$ cat src/rtl/sram_axi_bridge_pkg.sv
// Shared FSM encoding, AXI3 single-beat constants and default transaction IDs for the SRAM-to-AXI bridge.
// Pure definitions; no latency or backpressure of its own.
package sram_axi_bridge_pkg;

    typedef enum logic [2:0] {
        IDLE,
        RD_AR,
        RD_R,
        WR_AWW,
        WR_B
    } bridgeState_t;

    localparam logic [3:0] LEN0       = 4'd0;
    localparam logic [2:0] SIZE_WORD  = 3'd2;
    localparam logic [1:0] BURST_INCR = 2'b01;

    localparam logic [3:0] INST_ID = 4'd0;
    localparam logic [3:0] DATA_ID = 4'd1;

    // kseg0/kseg1 translation plus forced word alignment
    function automatic logic [31:0] toPaddr(input logic [31:0] vaddr, input logic [31:0] mask);
        return {vaddr[31:2] & mask[31:2], 2'b00};
    endfunction

endpackage

$ cat src/rtl/sram_axi_bridge_axi_wr_chan.sv
// Drives the AW/W valid pair for one write; each side drops on its own handshake and records a done bit.
// done rises the cycle after the later handshake; a channel stalls only itself while its ready is low.
module axi_wr_chan (
    input  logic clk,
    input  logic rst,
    input  logic start,
    input  logic awready,
    input  logic wready,
    output logic awvalid,
    output logic wvalid,
    output logic done
);

    logic awDone;
    logic wDone;

    always_ff @(posedge clk or negedge rst) begin
        if (!rst) begin
            awvalid <= 1'b0;
            wvalid  <= 1'b0;
            awDone  <= 1'b0;
            wDone   <= 1'b0;
        end else if (start) begin
            awvalid <= 1'b1;
            wvalid  <= 1'b1;
            awDone  <= 1'b0;
            wDone   <= 1'b0;
        end else begin
            if (awvalid && awready) begin
                awvalid <= 1'b0;
                awDone  <= 1'b1;
            end
            if (wvalid && wready) begin
                wvalid <= 1'b0;
                wDone  <= 1'b1;
            end
        end
    end

    assign done = awDone & wDone;

endmodule

$ cat src/rtl/sram_axi_bridge.sv
// Serves the core's SRAM-style fetch and data ports with single-beat AXI3 transactions, data port first.
// Min read 3 cycles request-to-unstall; mem_stall holds the pipeline until every active request is served.
module sram_axi_bridge
    import sram_axi_bridge_pkg::*;
#(
    parameter logic [3:0]  INST_ID = sram_axi_bridge_pkg::INST_ID,
    parameter logic [3:0]  DATA_ID = sram_axi_bridge_pkg::DATA_ID,
    parameter logic [31:0] PA_MASK = 32'h1FFF_FFFF
) (
    input  logic        clk,
    input  logic        rst,
    input  logic        inst_en,
    input  logic [31:0] inst_addr,
    output logic [31:0] inst_rdata,
    input  logic        data_en,
    input  logic [3:0]  data_wen,
    input  logic [31:0] data_addr,
    input  logic [31:0] data_wdata,
    output logic [31:0] data_rdata,
    output logic        mem_stall,
    output logic [3:0]  arid,
    output logic [31:0] araddr,
    output logic [3:0]  arlen,
    output logic [2:0]  arsize,
    output logic [1:0]  arburst,
    output logic        arvalid,
    input  logic        arready,
    input  logic [31:0] rdata,
    input  logic        rvalid,
    output logic        rready,
    output logic [3:0]  awid,
    output logic [31:0] awaddr,
    output logic [3:0]  awlen,
    output logic [2:0]  awsize,
    output logic [1:0]  awburst,
    output logic        awvalid,
    input  logic        awready,
    output logic [31:0] wdata,
    output logic [3:0]  wstrb,
    output logic        wlast,
    output logic        wvalid,
    input  logic        wready,
    input  logic        bvalid,
    output logic        bready
);

    bridgeState_t state;
    logic         instOk;
    logic         dataOk;
    logic         reqIsData;
    logic [3:0]   reqId;
    logic [31:0]  reqAddr;
    logic [3:0]   reqWen;
    logic [31:0]  reqWdata;
    logic         wrStart;
    logic         wrDone;

    assign mem_stall = (inst_en & ~instOk) | (data_en & ~dataOk);
    assign wrStart   = (state == IDLE) && data_en && !dataOk && (data_wen != 4'b0000);

    always_ff @(posedge clk or negedge rst) begin
        if (!rst) begin
            state      <= IDLE;
            instOk     <= 1'b0;
            dataOk     <= 1'b0;
            reqIsData  <= 1'b0;
            reqId      <= 4'd0;
            reqAddr    <= 32'd0;
            reqWen     <= 4'd0;
            reqWdata   <= 32'd0;
            inst_rdata <= 32'd0;
            data_rdata <= 32'd0;
            arvalid    <= 1'b0;
            rready     <= 1'b0;
            bready     <= 1'b0;
        end else begin
            // completion below overrides this clear if both land on one edge
            if (!mem_stall) begin
                instOk <= 1'b0;
                dataOk <= 1'b0;
            end
            case (state)
                IDLE: begin
                    if (data_en && !dataOk) begin
                        reqIsData <= 1'b1;
                        reqId     <= DATA_ID;
                        reqAddr   <= toPaddr(data_addr, PA_MASK);
                        reqWen    <= data_wen;
                        reqWdata  <= data_wdata;
                        if (data_wen != 4'b0000) begin
                            state <= WR_AWW;
                        end else begin
                            state   <= RD_AR;
                            arvalid <= 1'b1;
                        end
                    end else if (inst_en && !instOk) begin
                        reqIsData <= 1'b0;
                        reqId     <= INST_ID;
                        reqAddr   <= toPaddr(inst_addr, PA_MASK);
                        reqWen    <= 4'b0000;
                        state     <= RD_AR;
                        arvalid   <= 1'b1;
                    end
                end
                RD_AR: begin
                    if (arready) begin
                        arvalid <= 1'b0;
                        rready  <= 1'b1;
                        state   <= RD_R;
                    end
                end
                RD_R: begin
                    if (rvalid) begin
                        rready <= 1'b0;
                        state  <= IDLE;
                        if (reqIsData) begin
                            data_rdata <= rdata;
                            dataOk     <= 1'b1;
                        end else begin
                            inst_rdata <= rdata;
                            instOk     <= 1'b1;
                        end
                    end
                end
                WR_AWW: begin
                    if (wrDone) begin
                        bready <= 1'b1;
                        state  <= WR_B;
                    end
                end
                WR_B: begin
                    if (bvalid) begin
                        bready <= 1'b0;
                        dataOk <= 1'b1;
                        state  <= IDLE;
                    end
                end
                default: state <= IDLE;
            endcase
        end
    end

    axi_wr_chan u_wrChan (
        .clk     (clk),
        .rst     (rst),
        .start   (wrStart),
        .awready (awready),
        .wready  (wready),
        .awvalid (awvalid),
        .wvalid  (wvalid),
        .done    (wrDone)
    );

    assign arid    = reqId;
    assign araddr  = reqAddr;
    assign arlen   = LEN0;
    assign arsize  = SIZE_WORD;
    assign arburst = BURST_INCR;
    assign awid    = reqId;
    assign awaddr  = reqAddr;
    assign awlen   = LEN0;
    assign awsize  = SIZE_WORD;
    assign awburst = BURST_INCR;
    assign wdata   = reqWdata;
    assign wstrb   = reqWen;
    assign wlast   = wvalid;

endmodule
$ cat config.mk
export PLATFORM = sky130hd
export DESIGN_NAME = sram_axi_bridge
export DESIGN_NICKNAME = d
export VERILOG_FILES = /design/src/rtl/sram_axi_bridge_pkg.sv /design/src/rtl/sram_axi_bridge_axi_wr_chan.sv /design/src/rtl/sram_axi_bridge.sv
export SDC_FILE = /design/constraint.sdc
export NUM_CORES = 1
export LEC_CHECK = 0
export ABC_AREA = 1
export CAP_MARGIN = 10
export CORE_MARGIN = 2
export CORE_UTILIZATION = 36
export DETAILED_ROUTE_END_ITERATION = 16
export PLACE_DENSITY = 0.88
export REMOVE_ABC_BUFFERS = 1
export SYNTH_ARGS = -nofsm -noshare
export SYNTH_HDL_FRONTEND = slang
export SYNTH_SLANG_ARGS = --single-unit
export TNS_END_PERCENT = 10
$ cat constraint.sdc
create_clock -name clk -period 1.4 [get_ports clk]
set_clock_uncertainty 0.05 [all_clocks]
set_input_delay 0.28 -clock clk [delete_from_list [all_inputs] [get_ports clk]]
set_output_delay 0.28 -clock clk [all_outputs]
set_load 0.02 [all_outputs]
==> metrics.log, run 1 <==
INFO  metric outcome = finished, violations left
INFO  metric violations = setup timing
INFO  metric max_clock_freq = 0.690 GHz
INFO  metric drt-vias-per-instance = 4.71
INFO  metric dieHeight = around 140 um
INFO  metric dr.pass1.iters = 4
INFO  metric total_placed_instance_area = 9220 um^2
INFO  metric dr_total_vias = around 5800
INFO  metric place_hpwl = 13400 um
INFO  metric cp-start-kind = flip-flop
INFO  metric rsz0062_at_grt = yes
INFO  metric antenna_cells_inserted = 0
INFO  metric antenna_found_initial = 0
INFO  metric final.period_utilization = 104%
INFO  metric post-route-min-period = 1.45 ns
INFO  metric cap_violations = 0
INFO  metric post_synth.cell_area_avg = 9.02 um^2
INFO  metric root_buf_cell = clkbuf_16
INFO  metric worstSetupEndpointType = output port
INFO  metric cts_htree_levels = 4
INFO  metric route.detailed.wl_per_inst = 15.9 um
INFO  metric slowest_stage = dfrtp_1
INFO  metric reg_clk_slew_reported_paths = ~0.06 ns
INFO  metric yosysWarnings = 0
INFO  metric setup.worst_path.class = flip-flop to output port
INFO  metric maximum_number_of_pins_on_one_net_before_global_route_repair = 57
INFO  metric syn-instance-count = approximately 690
INFO  metric final.fill_count = 1556
INFO  metric postSynth.asyncResetShare = 100%
INFO  metric core = roughly 17000 um^2
INFO  metric worstPathRequired = 1.07 ns
INFO  metric synth_flop_cell = dfrtp_1
INFO  metric synth_enable_flop_cells = 0
INFO  metric synth.largest_area_cell = dfrtp_1
INFO  metric grt_overflow = 0
INFO  metric num-nets-final = about 1100
INFO  metric detailedRoute.firstIterationViolations = 266
INFO  metric setup_viol = 3
INFO  metric hold_violations = 0
INFO  metric worst_slack = -0.0493 ns
INFO  metric rows = 48
INFO  metric die_w = 136 um
INFO  metric crit_path_max_incr_delay = 0.37 ns
INFO  metric worst_ir_drop_vdd = 1.20 mV
INFO  metric power-per-cell-area = 2420 nW/um^2
INFO  metric die-area = ~18000 um^2
INFO  metric syn_area = 6240 um^2
INFO  metric critical_path.max_fanout = 2
INFO  metric clk-insertion-delay-late = 0.41 ns
INFO  metric synth.area.top_cells = dfrtp_1, nand2_1, buf_4
INFO  metric drtAntennaViolNets = 0
INFO  metric wire_length_of_the_first_global_routing_pass = roughly 28000 um
INFO  metric timing_max_transition_violations_final = 0
INFO  metric design_area = between 9000 and 10000 um^2
INFO  metric post-route-drc-count = 0
INFO  metric cts.sink_count = 140
INFO  metric critPathArrivalTime = approximately 1.1 ns
INFO  metric synth_top_area_share = between 50% and 60%
INFO  metric worstHoldPathType = input pin to async pin
INFO  metric start_util = 36.5%
INFO  metric grt_pass1_vias = 5546
INFO  metric io_pins = 338
INFO  metric most_common_cell_type_on_the_critical_path = nand2_2
INFO  metric cts_made_buffers = 17
INFO  metric grt_util_all_layers = between 10% and 20%
INFO  metric setup.reg_to_reg.worst_slack = -0.01 ns
INFO  metric power.leakage = 4.93 nW
INFO  metric area_growth = 52.3%
INFO  metric place_congestion = about 0.8
INFO  metric synth-seq-area-share = a little under three fifths
INFO  metric synth_cell_type_count = 22
INFO  metric postSynthRegisterBits = 140
INFO  metric numPortBuffers = 293
INFO  metric drive_above_1_share = roughly a third
INFO  metric cts-root-to-sink-buffers = 2
INFO  metric tritoncts_clock_tree = done
INFO  metric cp_cell_sequence = inv_2 > nand2_2 > nand2_2 > buf_6
INFO  metric worst_hold_slack = 0.266 ns
INFO  metric detail_route.wirelength = 19400 um
-- path summary, 6_finish.rpt --
path                                 from  cells after the start              to
setup / recovery                   dataOk                      4       mem_stall
hold / removal                        rst                      2  data_rdata[23]
setup reg to reg                 state[1]                      8       wdata[27]
hold reg to reg                 wdata[19]                      2       wdata[19]
max in group asynchronous             rst                      3        wdata[7]
min in group clk           data_wdata[16]                      3       wdata[16]
-- cell type report --
| cell class | count | area [um^2] | share of cell area [%] |
|---|---|---|---|
| Clock inverter | 12 | 124 | 1.30 |
| Timing Repair Buffer | 341 | 2780 | 29.2 |
| Sequential cell | 140 | 3500 | 36.9 |
| Clock buffer | 19 | 433 | 4.56 |
| Tap cell | 225 | 282 | 2.96 |
| Inverter | 47 | 194 | 2.04 |
| Multi-Input combinational cell | 437 | 2190 | 23.0 |
-- kinds of logic after synthesis --
logic type      synth area share (%)
simple gates                    19.4
buf+inv                         14.1
flops                           56.1
compound gates                  10.2
other cells                    0.120
-- worst max-delay path, delay by kind of cell, from the launching register on --
family / cells / cell delay [ns]
DFF: 1 / 0.37
buffers and inverters: 2 / 0.19
and+or+nand+nor: 2 / 0.14
-- flip-flops by register name, summed over array words and instances (netlist names), 3 cells and up --
signal	flops
data_rdata	32
state	3
wdata	32
wstrb	4
inst_rdata	32
araddr	27
-- routing by layer --
layer	part of all wire [%]	vias up	GRT usage [%]	wire length (um)
met5	0	-	0	0
met4	2.3	0	6.77	436
met3	8.3	37	5.91	1600
met2	52	294	35.6	10100
met1	37	2740	21.7	7190
li1	-	2685	-	-
-- Yosys cell counts (2+ instances only) --
cell type / n
buf_2: 18
buf_4: 65
a21oi_1: 3
o21ai_2: 17
o31ai_1: 27
o21ai_1: 5
buf_1: 3
clkbuf_1: 3
inv_1: 46
nand2_1: 188
conb_1: 2
buf_6: 8
nand3_1: 41
dfrtp_1: 140
clkbuf_2: 3
o21ai_0: 49
nand2_2: 4
nor2_1: 66
-- what timing repair did --
action | CTS | global route
setup buffers | 2 | 2
hold buffers | 1 | 0
hold endpoints to repair | 62 | 0
pin swaps | 1 | 2
gates resized for setup | 609 | 120
endpoints found under the setup margin | 215 | 183
cloned | 1 | 7
-- power breakdown --
group	switching (mW)	leakage (nW)	total (mW)	internal (mW)
clock	1.70	0.265	4.29	2.60
combinational	7.25	2.92	11.6	4.36
sequential	1.15	1.75	7.10	5.95
total	10.1	4.93	23.0	12.9
-- placed cells by master, fill, tap and decap left out, types with 2 or more instances in the layout --
| cell | instances |
|---|---|
| nor2_2 | 2 |
| nor2_1 | 64 |
| buf_2 | 157 |
| o31ai_2 | 15 |
| a21oi_1 | 3 |
| buf_8 | 3 |
| nand2_2 | 23 |
| clkdlybuf4s50_1 | 129 |
| nand3_1 | 40 |
| o31ai_1 | 11 |
| buf_12 | 7 |
| o21ai_2 | 17 |
| nand2_8 | 2 |
| o21ai_0 | 41 |
| inv_2 | 4 |
| o21ai_1 | 13 |
| clkinvlp_4 | 4 |
| clkinv_2 | 5 |
| clkbuf_16 | 23 |
| clkdlybuf4s15_2 | 3 |
| buf_4 | 28 |
| dfrtp_1 | 140 |
| inv_1 | 41 |
| nand2_1 | 164 |
| buf_16 | 2 |
| bufinv_16 | 2 |
| nand2_4 | 3 |
| clkbuf_1 | 2 |
| buf_6 | 5 |
| conb_1 | 34 |
-- stage by stage --
| stage | instances | TNS (ns) | worst slack (ns) | util, % | total power [mW] |
|---|---|---|---|---|---|
| floorplan | 624 | -108.70 | -1.45 | - | 12.8 |
| global placement | 1177 | -33.14 | -0.432 | 53.9 | 19.0 |
| detailed placement | 1177 | -36.74 | -0.434 | 53.9 | 19.4 |
| CTS | 1212 | -0.592 | -0.0620 | 55.5 | 22.6 |
| global route | 1221 | -4.28 | -0.110 | 55.5 | 24.4 |
| finish | 1221 | -0.0578 | -0.0493 | 55.5 | 23.0 |
No activity file was read; power rests on OpenSTA's default activity.
==> run 2: changes to the inputs <==
--- a/config.mk
+++ b/config.mk
@@ -8,9 +8,9 @@
 export ABC_AREA = 1
 export CAP_MARGIN = 10
 export CORE_MARGIN = 2
-export CORE_UTILIZATION = 36
+export CORE_UTILIZATION = 39
 export DETAILED_ROUTE_END_ITERATION = 16
-export PLACE_DENSITY = 0.88
+export PLACE_DENSITY = 0.9
 export REMOVE_ABC_BUFFERS = 1
 export SYNTH_ARGS = -nofsm -noshare
 export SYNTH_HDL_FRONTEND = slang
==> constraint.sdc (replaced) <==
create_clock -name clk -period 1.55 [get_ports clk]
set_clock_uncertainty 0.05 [all_clocks]
set_input_delay 0.31 -clock clk [delete_from_list [all_inputs] [get_ports clk]]
set_output_delay 0.31 -clock clk [all_outputs]
set_load 0.02 [all_outputs]
==> metrics.log, run 2 (synthesis gave the netlist of run 1 again) <==
INFO  metric drive_above_1_share = 11.3%
INFO  metric core = around 16000 um^2
INFO  metric post-layout-total-power = around 20 mW
INFO  metric grt_pass1_vias = 5435
INFO  metric maximum_number_of_pins_on_one_net_before_global_route_repair = 65
INFO  metric most-common-layout-cells = nand2_1, dlygate4sd2_1, dfrtp_1, clkdlybuf4s50_1, nor2_1
INFO  metric layer_with_the_highest_usage = met2
INFO  metric worstHoldPathType = input pin to async pin
INFO  metric use_met3 = 5.09%
INFO  metric antenna_cells_inserted = 0
INFO  metric root_buf_cell = clkbuf_16
INFO  metric post-route-drc-count = 0
INFO  metric worstPathBufferInverterCount = 1
INFO  metric dr_total_vias = 5570
INFO  metric rsz0062_at_grt = yes
INFO  metric hold_violations = 0
INFO  metric reg_clk_slew_reported_paths = 0.06 ns
INFO  metric outcome = finished, final reports clean
INFO  metric die-area = 17000 um^2
INFO  metric worst_slack = about 0.037 ns
INFO  metric global_route.usage.met1 = between 20% and 30%
INFO  metric critPathArrivalTime = 1.15 ns
INFO  metric critical_path.top_delay_family = flip-flops
INFO  metric route.detailed.wl_per_inst = 14.7 um
INFO  metric final.fill_count = around 1300
INFO  metric worst_hold_slack = 0.356 ns
INFO  metric setup.worst_path.class = flip-flop to output port
INFO  metric detail_route.wirelength = 17600 um
INFO  metric grt_overflow = 0
INFO  metric drt-vias-per-instance = 4.64
INFO  metric tritoncts_clock_tree = done
INFO  metric antenna_found_initial = 0
INFO  metric numPortBuffers = 293
INFO  metric setup.reg_to_reg.worst_slack = roughly 0.05 ns
INFO  metric setup_viol = 0
INFO  metric area_growth = 54.8%
INFO  metric cp_cell_sequence = clkdlybuf4s15_1
INFO  metric cp-start-kind = flip-flop
INFO  metric dieHeight = approximately 130 um
INFO  metric dr.pass1.iters = 4
INFO  metric critical_path.max_fanout = 3
INFO  metric crit_path_max_incr_delay = roughly 0.4 ns
INFO  metric detailedRoute.firstIterationViolations = 194
INFO  metric design_area = 9660 um^2
INFO  metric final.period_utilization = 97.6%
INFO  metric wire_length_of_the_first_global_routing_pass = 26900 um
INFO  metric max_clock_freq = 0.661 GHz
INFO  metric num-nets-final = 1113
INFO  metric clk-insertion-delay-late = 0.41 ns
INFO  metric start_util = 39.6%
INFO  metric setup_total_negative_slack = 0 ns
INFO  metric io_pins = 338
INFO  metric total_placed_instance_area = about 9200 um^2
INFO  metric cts.sink_count = 140
INFO  metric worst_ir_drop_vdd = approximately 0.97 mV
INFO  metric power.leakage = 5.02 nW
INFO  metric place_hpwl = ~13000 um
INFO  metric rows = 46
INFO  metric timing_max_transition_violations_final = 0
INFO  metric slowest_stage = dfrtp_1
INFO  metric cts_htree_levels = 4
INFO  metric post-route-min-period = 1.51 ns
INFO  metric cap_violations = 0
INFO  metric worstSetupEndpointType = output port
INFO  metric grt_util_all_layers = 20.5%
INFO  metric die_w = between 100 and 150 um
INFO  metric detailedPlace.worstSlack = -0.347 ns
INFO  metric drtAntennaViolNets = 0
INFO  metric place_congestion = 0.833
INFO  metric power-per-cell-area = about 2100 nW/um^2
INFO  metric mostFrequentLayoutCell = nand2_1
INFO  metric cts-root-to-sink-buffers = 2
INFO  metric global_route.usage.met2 = 36.2%
INFO  metric worstPathRequired = ~1.2 ns
INFO  metric cts_made_buffers = 17
==> run 2: changes by cell type in the layout (fill, tap and decap cells not counted), sizes merged <==
cell           before  now
inv                46   49
clkbuf             25   21
clkinv              7    4
clkdlybuf4s15       3   18
dlygate4sd2         0  143
buf               202   37
==> run 2: repair_timing <==
item                                    in CTS  in global routing
pin swaps                                    0                  0
hold endpoints to repair                    36                  0
endpoints found under the setup margin     163                 68
setup buffers                                0                  1
cloned                                       0                  0
resized for setup                          182                 22
hold buffers                                 1                  0
==> run 2: through the flow <==
stage / instances / utilization [%]
5_1_grt: 1201 / 61.3
2_1_floorplan: 624 / -
3_3_place_gp: 1167 / 58.3
3_5_place_dp: 1167 / 58.3
6_report: 1201 / 61.3
4_1_cts: 1200 / 60.9
==> run 2: final timing paths <==
path,startpoint,endpoint,cells past startpoint
max,araddr[3],araddr[3],1
min,rst,inst_rdata[29],2
max reg2reg,dataOk,araddr[23],7
min reg2reg,wdata[22],wdata[22],2
max in group asynchronous,rst,inst_rdata[9],3
min in group clk,data_wdata[25],wdata[25],3
==> run 2: layout make-up <==
class	count	area, um^2	area share [%]
timing repair buffer	329	3110	32.1
multi-input combinational	437	2010	20.8
sequential	140	3500	36.3
clock buffer	20	457	4.73
inverter	47	176	1.83
clock inverter	12	138	1.42
tap	216	270	2.80
==> run 2: power breakdown <==
group / internal, mW / switching (mW) / leakage (nW) / total [mW]
combinational: 3.74 / 6.00 / 3.00 / 9.75
sequential: 5.38 / 1.02 / 1.75 / 6.40
clock: 2.47 / 1.56 / 0.281 / 4.03
total: 11.6 / 8.59 / 5.02 / 20.2
==> run 2: layer usage <==
layer / vias to the layer above / share of wire, %
li1: 2680 / -
met1: 2604 / 37
met2: 257 / 52
met3: 29 / 8.4
met4: 0 / 2.3
met5: - / 0
==> RTL change 1 (settings of run 2) <==
Re-encode `bridgeState_t` (5 states) as one-hot, 5 bits wide.
--- a/src/rtl/sram_axi_bridge_pkg.sv
+++ b/src/rtl/sram_axi_bridge_pkg.sv
@@ -3,10 +3,10 @@
 package sram_axi_bridge_pkg;
 
-    typedef enum logic [2:0] {
-        IDLE,
-        RD_AR,
-        RD_R,
-        WR_AWW,
-        WR_B
+    typedef enum logic [4:0] {
+        IDLE   = 5'b00001,
+        RD_AR  = 5'b00010,
+        RD_R   = 5'b00100,
+        WR_AWW = 5'b01000,
+        WR_B   = 5'b10000
     } bridgeState_t;
 
Function: same outputs for any inputs over 4 cycles, from zero or initial values and one cycle with rst low; so few cycles prove little.
==> RTL change 1 against run 2 <==
The flow now finishes with violations (setup timing). Combinational power shrank 12%. Global-route usage grew 0.27 points. Worst hold slack lost 26 ps. Final area grew 3.9%. Clock power grew 3%. Sequential power shrank 7.0%. Non-clock buffer count is the same. Wire length grew 7.1%. Worst setup slack lost 170 ps. Sequential cell count grew 2. Largest power group unchanged. Total power shrank 7.5%. Area after synthesis grew 6.2%. Critical path depth grew 3.
==> RTL change 1: results (changes against run 2) <==
metric,value,unit,change
drt initial violations,209,,+7.7%
Worst R2R Setup Slack,-40,ps,-90 ps
hold crit path type,in2async,,
Setup-failing EPs final,30,,+30
setup TNS,-557,ps,-557 ps
LEAKAGE,0.00510,uW,+1.5%
Setup crit start,data_en,,
total wire length,18900,um,+7.1%
DP Wirelength,14100,um,+6.7%
Met1 Wirelength,7220,um,+9.8%
"top cells by area, synth","dfrtp_1 53%, nand2_1 11%, buf_4 7.5%",,
status,"finished, violations left",,
final worst slack,-136,ps,-173 ps
Compound-Gate Fraction of Synth Area,0.130,,+0.0280
dpl ws,-584,ps,-237 ps
"Data arrival, critical path",1330,ps,+180 ps
Global Route Usage Sum,0.208,,+0.00274
Via density,4.62,,-0.29%
post-synthesis sequential area ratio,0.536,,-0.0251
TritonRoute pass-1 iters,5,,+1
layout cells sized above 1,0.167,,+0.0541
Met2 Wirelength,9940,um,+8.2%
number of global-route vias before repair,5585,,+2.8%
Synth Flop Type,dfrtp_1,,
R2R Path End,araddr[5],,
Net Sw Frac,0.410,,-0.0153
Nets,1123,,+0.90%
global-route wire length before repair,28900,um,+7.3%
initial antenna violation count,1,,+1
fillers,1413,,+5.3%
largest net degree at the start of global routing,59,,-9.2%
Max rail drop VDD,0.00110,V,+13%
wire length on met3,1400,um,-5.5%
failing checks,setup timing,,
routability cong.,0.824,,-1.1%
count of cell types in the netlist,29,,+32%
## RTL change 1: cell count changes in the layout (fill, tap and decap cells not counted), sizes merged, moves of 6 or more
| cell | change |
|---|---|
| clkdlybuf4s15 | +12 |
| o31ai | -27 |
| inv | +9 |
| nor2 | -20 |
| nand2 | +13 |
| a31oi | +27 |
| dlygate4sd2 | -18 |
| clkbuf | +6 |
## RTL change 1: power groups by stage
stage / combinational (uW) / sequential [uW] / clock, uW
final: 8580 / 5950 / 4140
after global routing: 9270 / 6100 / 4400
after CTS: 8510 / 5950 / 4250
after detailed placement: 9510 / 6030 / 0
after global placement: 9300 / 6000 / 0
after floorplan: 2620 / 7910 / 0
## RTL change 1: worst max path at each step
stage / endpoint / slack, ps / cells after the start
after floorplan: wdata[0] / -1480 / 6
after global placement: mem_stall / -590 / 4
after detailed placement: mem_stall / -580 / 4
after CTS: mem_stall / -240 / 4
after global routing: mem_stall / -150 / 4
final: mem_stall / -140 / 4
## RTL change 1: cell type report
class | instances | share of cell area
repair buffers | 329 | 0.315
diodes | 1 | 0.000249
multi-input cells | 440 | 0.224
clock buffers | 19 | 0.0441
flip-flops and latches | 142 | 0.354
inverters | 52 | 0.0197
clock inverters | 13 | 0.0153
well taps | 220 | 0.0274
## RTL change 1: layer usage
layer | up-vias | GRT usage
met4 | 0 | 0.0655
met5 | - | 0
met3 | 25 | 0.0654
li1 | 2718 | -
met1 | 2660 | 0.232
met2 | 220 | 0.375
## RTL change 1: logic make-up (layout without fill, tap and decap cells)
family                 count (synthesis)  count (layout)
and+or+nand+nor                      300             300
buffers and inverters                152             413
DFF                                  142             142
AOI/OAI and AO/OA                    106             106
other                                  2              35
## RTL change 1: worst max-delay path, cell delays in order
cell and delay [ps]:
clkdlybuf4s50_1 560, nand2_1 150, nand2_2 140, buf_4 160
## RTL change 1: through the flow
step	hold WS, ps	cells	area [um2]
after floorplan	-35.6	634	5980
after detailed placement	223	1180	9530
after global placement	213	1180	9530
after CTS	344	1213	9990
final	329	1216	10000
after global routing	348	1215	10000
## RTL change 1: repair_timing
item                       CTS  global route
hold endpoints to repair    38             0
buffers inserted             0             1
resized for setup          197            37
pin swaps                    0             1
cloned                       0             1
hold buffers                 1             0
setup endpoints to repair  231           159
==> RTL change 2 (config.mk and constraints of run 2) <==
Without the edit above. Reset style: synchronous (`rst`), changed in 2 clocked blocks.
--- a/src/rtl/sram_axi_bridge_axi_wr_chan.sv
+++ b/src/rtl/sram_axi_bridge_axi_wr_chan.sv
@@ -15,5 +15,5 @@
     logic wDone;
 
-    always_ff @(posedge clk or negedge rst) begin
+    always_ff @(posedge clk) begin
         if (!rst) begin
             awvalid <= 1'b0;
--- a/src/rtl/sram_axi_bridge.sv
+++ b/src/rtl/sram_axi_bridge.sv
@@ -59,5 +59,5 @@
     assign wrStart   = (state == IDLE) && data_en && !dataOk && (data_wen != 4'b0000);
 
-    always_ff @(posedge clk or negedge rst) begin
+    always_ff @(posedge clk) begin
         if (!rst) begin
             state      <= IDLE;
Formal check against the unedited RTL: differs if rst is asserted again (counterexample within 4 cycles, from zero or initial values and one cycle with rst low); with rst held inactive, the same outputs for 4 cycles.
==> RTL change 2 against run 2 <==
Area after synthesis shrank 5.6%. Maximum frequency grew 0.26%. Sequential share of layout area shrank 6.2 points. Sequential cell count is the same. Register-to-register slack gained 20 ps. Final area shrank 3.4%. Wire length grew 7.1%. Worst setup slack gained 4.0 ps. Count of clock-buffer cells in the layout shrank 2. Total power shrank 26%. Largest cell class is now non-clock buffers. Highest routed layer unchanged.
==> RTL change 2: results (changes against run 2) <==
metric,value,unit,change
top sig layer,met4,,
status,completed,,
DP Wirelength,13400,um,+1.5%
Ys Warns,0,,unchanged
Global Route Usage Sum,0.216,,+0.0116
CP max stage delay,370,ps,-40 ps
Worst R2R Setup Slack,70,ps,+20 ps
wire length on met3,1490,um,+1.2%
"top cells by area, synth","dfxtp_1 48%, nor2_1 13%, buf_4 8.3%",,
CTS max path bufs,2,,unchanged
Synth Flop Type,dfxtp_1,,
cts bufs inserted,17,,unchanged
TritonRoute pass-1 iters,4,,unchanged
fraction of registers with async set/reset,0,,-1.00
initial antenna violation count,1,,+1
Max rail drop VDD,0.00106,V,+9.6%
WHS,251,ps,-105 ps
vias post-DR,5936,,+6.6%
largest net degree at the start of global routing,55,,-15%
Met2 Wirelength,9710,um,+5.7%
post-synthesis sequential area ratio,0.476,,-0.0859
Fmax achieved,663,MHz,+0.26%
slowest cell on the critical path,dlygate4sd2_1,,
routability cong.,0.804,,-3.5%
drt initial violations,243,,+25%
count of cell types in the netlist,28,,+27%
Met1 Wirelength,6830,um,+3.9%
WL per Instance,15.5,um,+5.4%
Nets,1164,,+4.6%
layout cells sized above 1,0.116,,+0.00314
number of global-route vias before repair,5677,,+4.5%
most numerous cell in the Yosys netlist,nor2_1,,
global-route wire length before repair,27800,um,+3.2%
dpl ws,-270,ps,+77.0 ps
LEAKAGE,0.00460,uW,-8.4%
"top cells by count, synth","206 x nor2_1, 140 x dfxtp_1, 94 x o21ai_0",,
fillers,1233,,-8.1%
family with the most delay on the worst path,buffers and inverters,,
hold crit path type,in2reg,,
Pint,9110,uW,-21%
H-tree level count,4,,unchanged
## RTL change 2: cell types whose count changed in the layout (fill, tap and decap cells not counted), moves of 21 or more
cell,delta
dfrtp_1,-139
o211a_1,+27
inv_1,-29
nor2_1,+140
o21ai_1,+24
dfxtp_1,+137
nand2_1,-105
o31ai_1,-21
## RTL change 2: cell type report
cell class              count  area share
repair buffers            336       0.345
flip-flops and latches    140       0.301
multi-input cells         510       0.258
clock buffers              18      0.0471
well taps                 184      0.0247
clock inverters            14      0.0141
inverters                  18     0.00952
diodes                      1    0.000268
## RTL change 2: final timing paths
path,from,endpoint,cells after the start
hold reg to reg,bready,bready,2
setup reg to reg,state[1],inst_rdata[24],7
hold / removal,rst,data_rdata[20],3
setup / recovery,araddr[13],araddr[13],1
## RTL change 2: repair_timing
| item | in CTS | in global routing |
|---|---|---|
| cloned | 0 | 4 |
| pin swaps | 1 | 7 |
| endpoints found under the setup margin | 195 | 81 |
| buffers inserted | 0 | 4 |
| gates resized for setup | 177 | 59 |
| hold buffers | 0 | 0 |
## RTL change 2: cells by family (layout without fill, tap and decap cells)
family / count (synthesis) / in the layout / share of synthesized area
buf+inv: 126 / 386 / 0.142
other cells: 2 / 35 / 0.00127
flops: 140 / 140 / 0.476
simple gates: 337 / 337 / 0.240
compound gates: 139 / 139 / 0.141
## RTL change 2: power by group through the flow
| stage | logic (uW) | registers, uW | clock network [uW] |
|---|---|---|---|
| 2_1_floorplan | 1810 | 6370 | 0 |
| 3_3_place_gp | 6570 | 5050 | 0 |
| 3_5_place_dp | 6700 | 5080 | 0 |
| 4_1_cts | 6010 | 4980 | 3950 |
| 5_1_grt | 6560 | 5090 | 4130 |
| 6_report | 6120 | 4990 | 3890 |
## RTL change 2: worst min-delay path: stages
cell and delay, ps:
buf_4 210, o21ai_2 90, nor2_1 40
## RTL change 2: metal layers
layer,track usage,vias to the layer above
li1,-,2876
met4,0.120,0
met3,0.0603,57
met1,0.226,2719
met5,0,-
met2,0.392,284
## RTL change 2: through the flow
step	setup TNS (ps)	cell area, um2	std cells
3_3_place_gp	-15530	8790	1181
5_1_grt	-307	9330	1221
6_report	0	9330	1221
3_5_place_dp	-20170	8790	1181
4_1_cts	-132	9190	1213
2_1_floorplan	-45360	5250	668
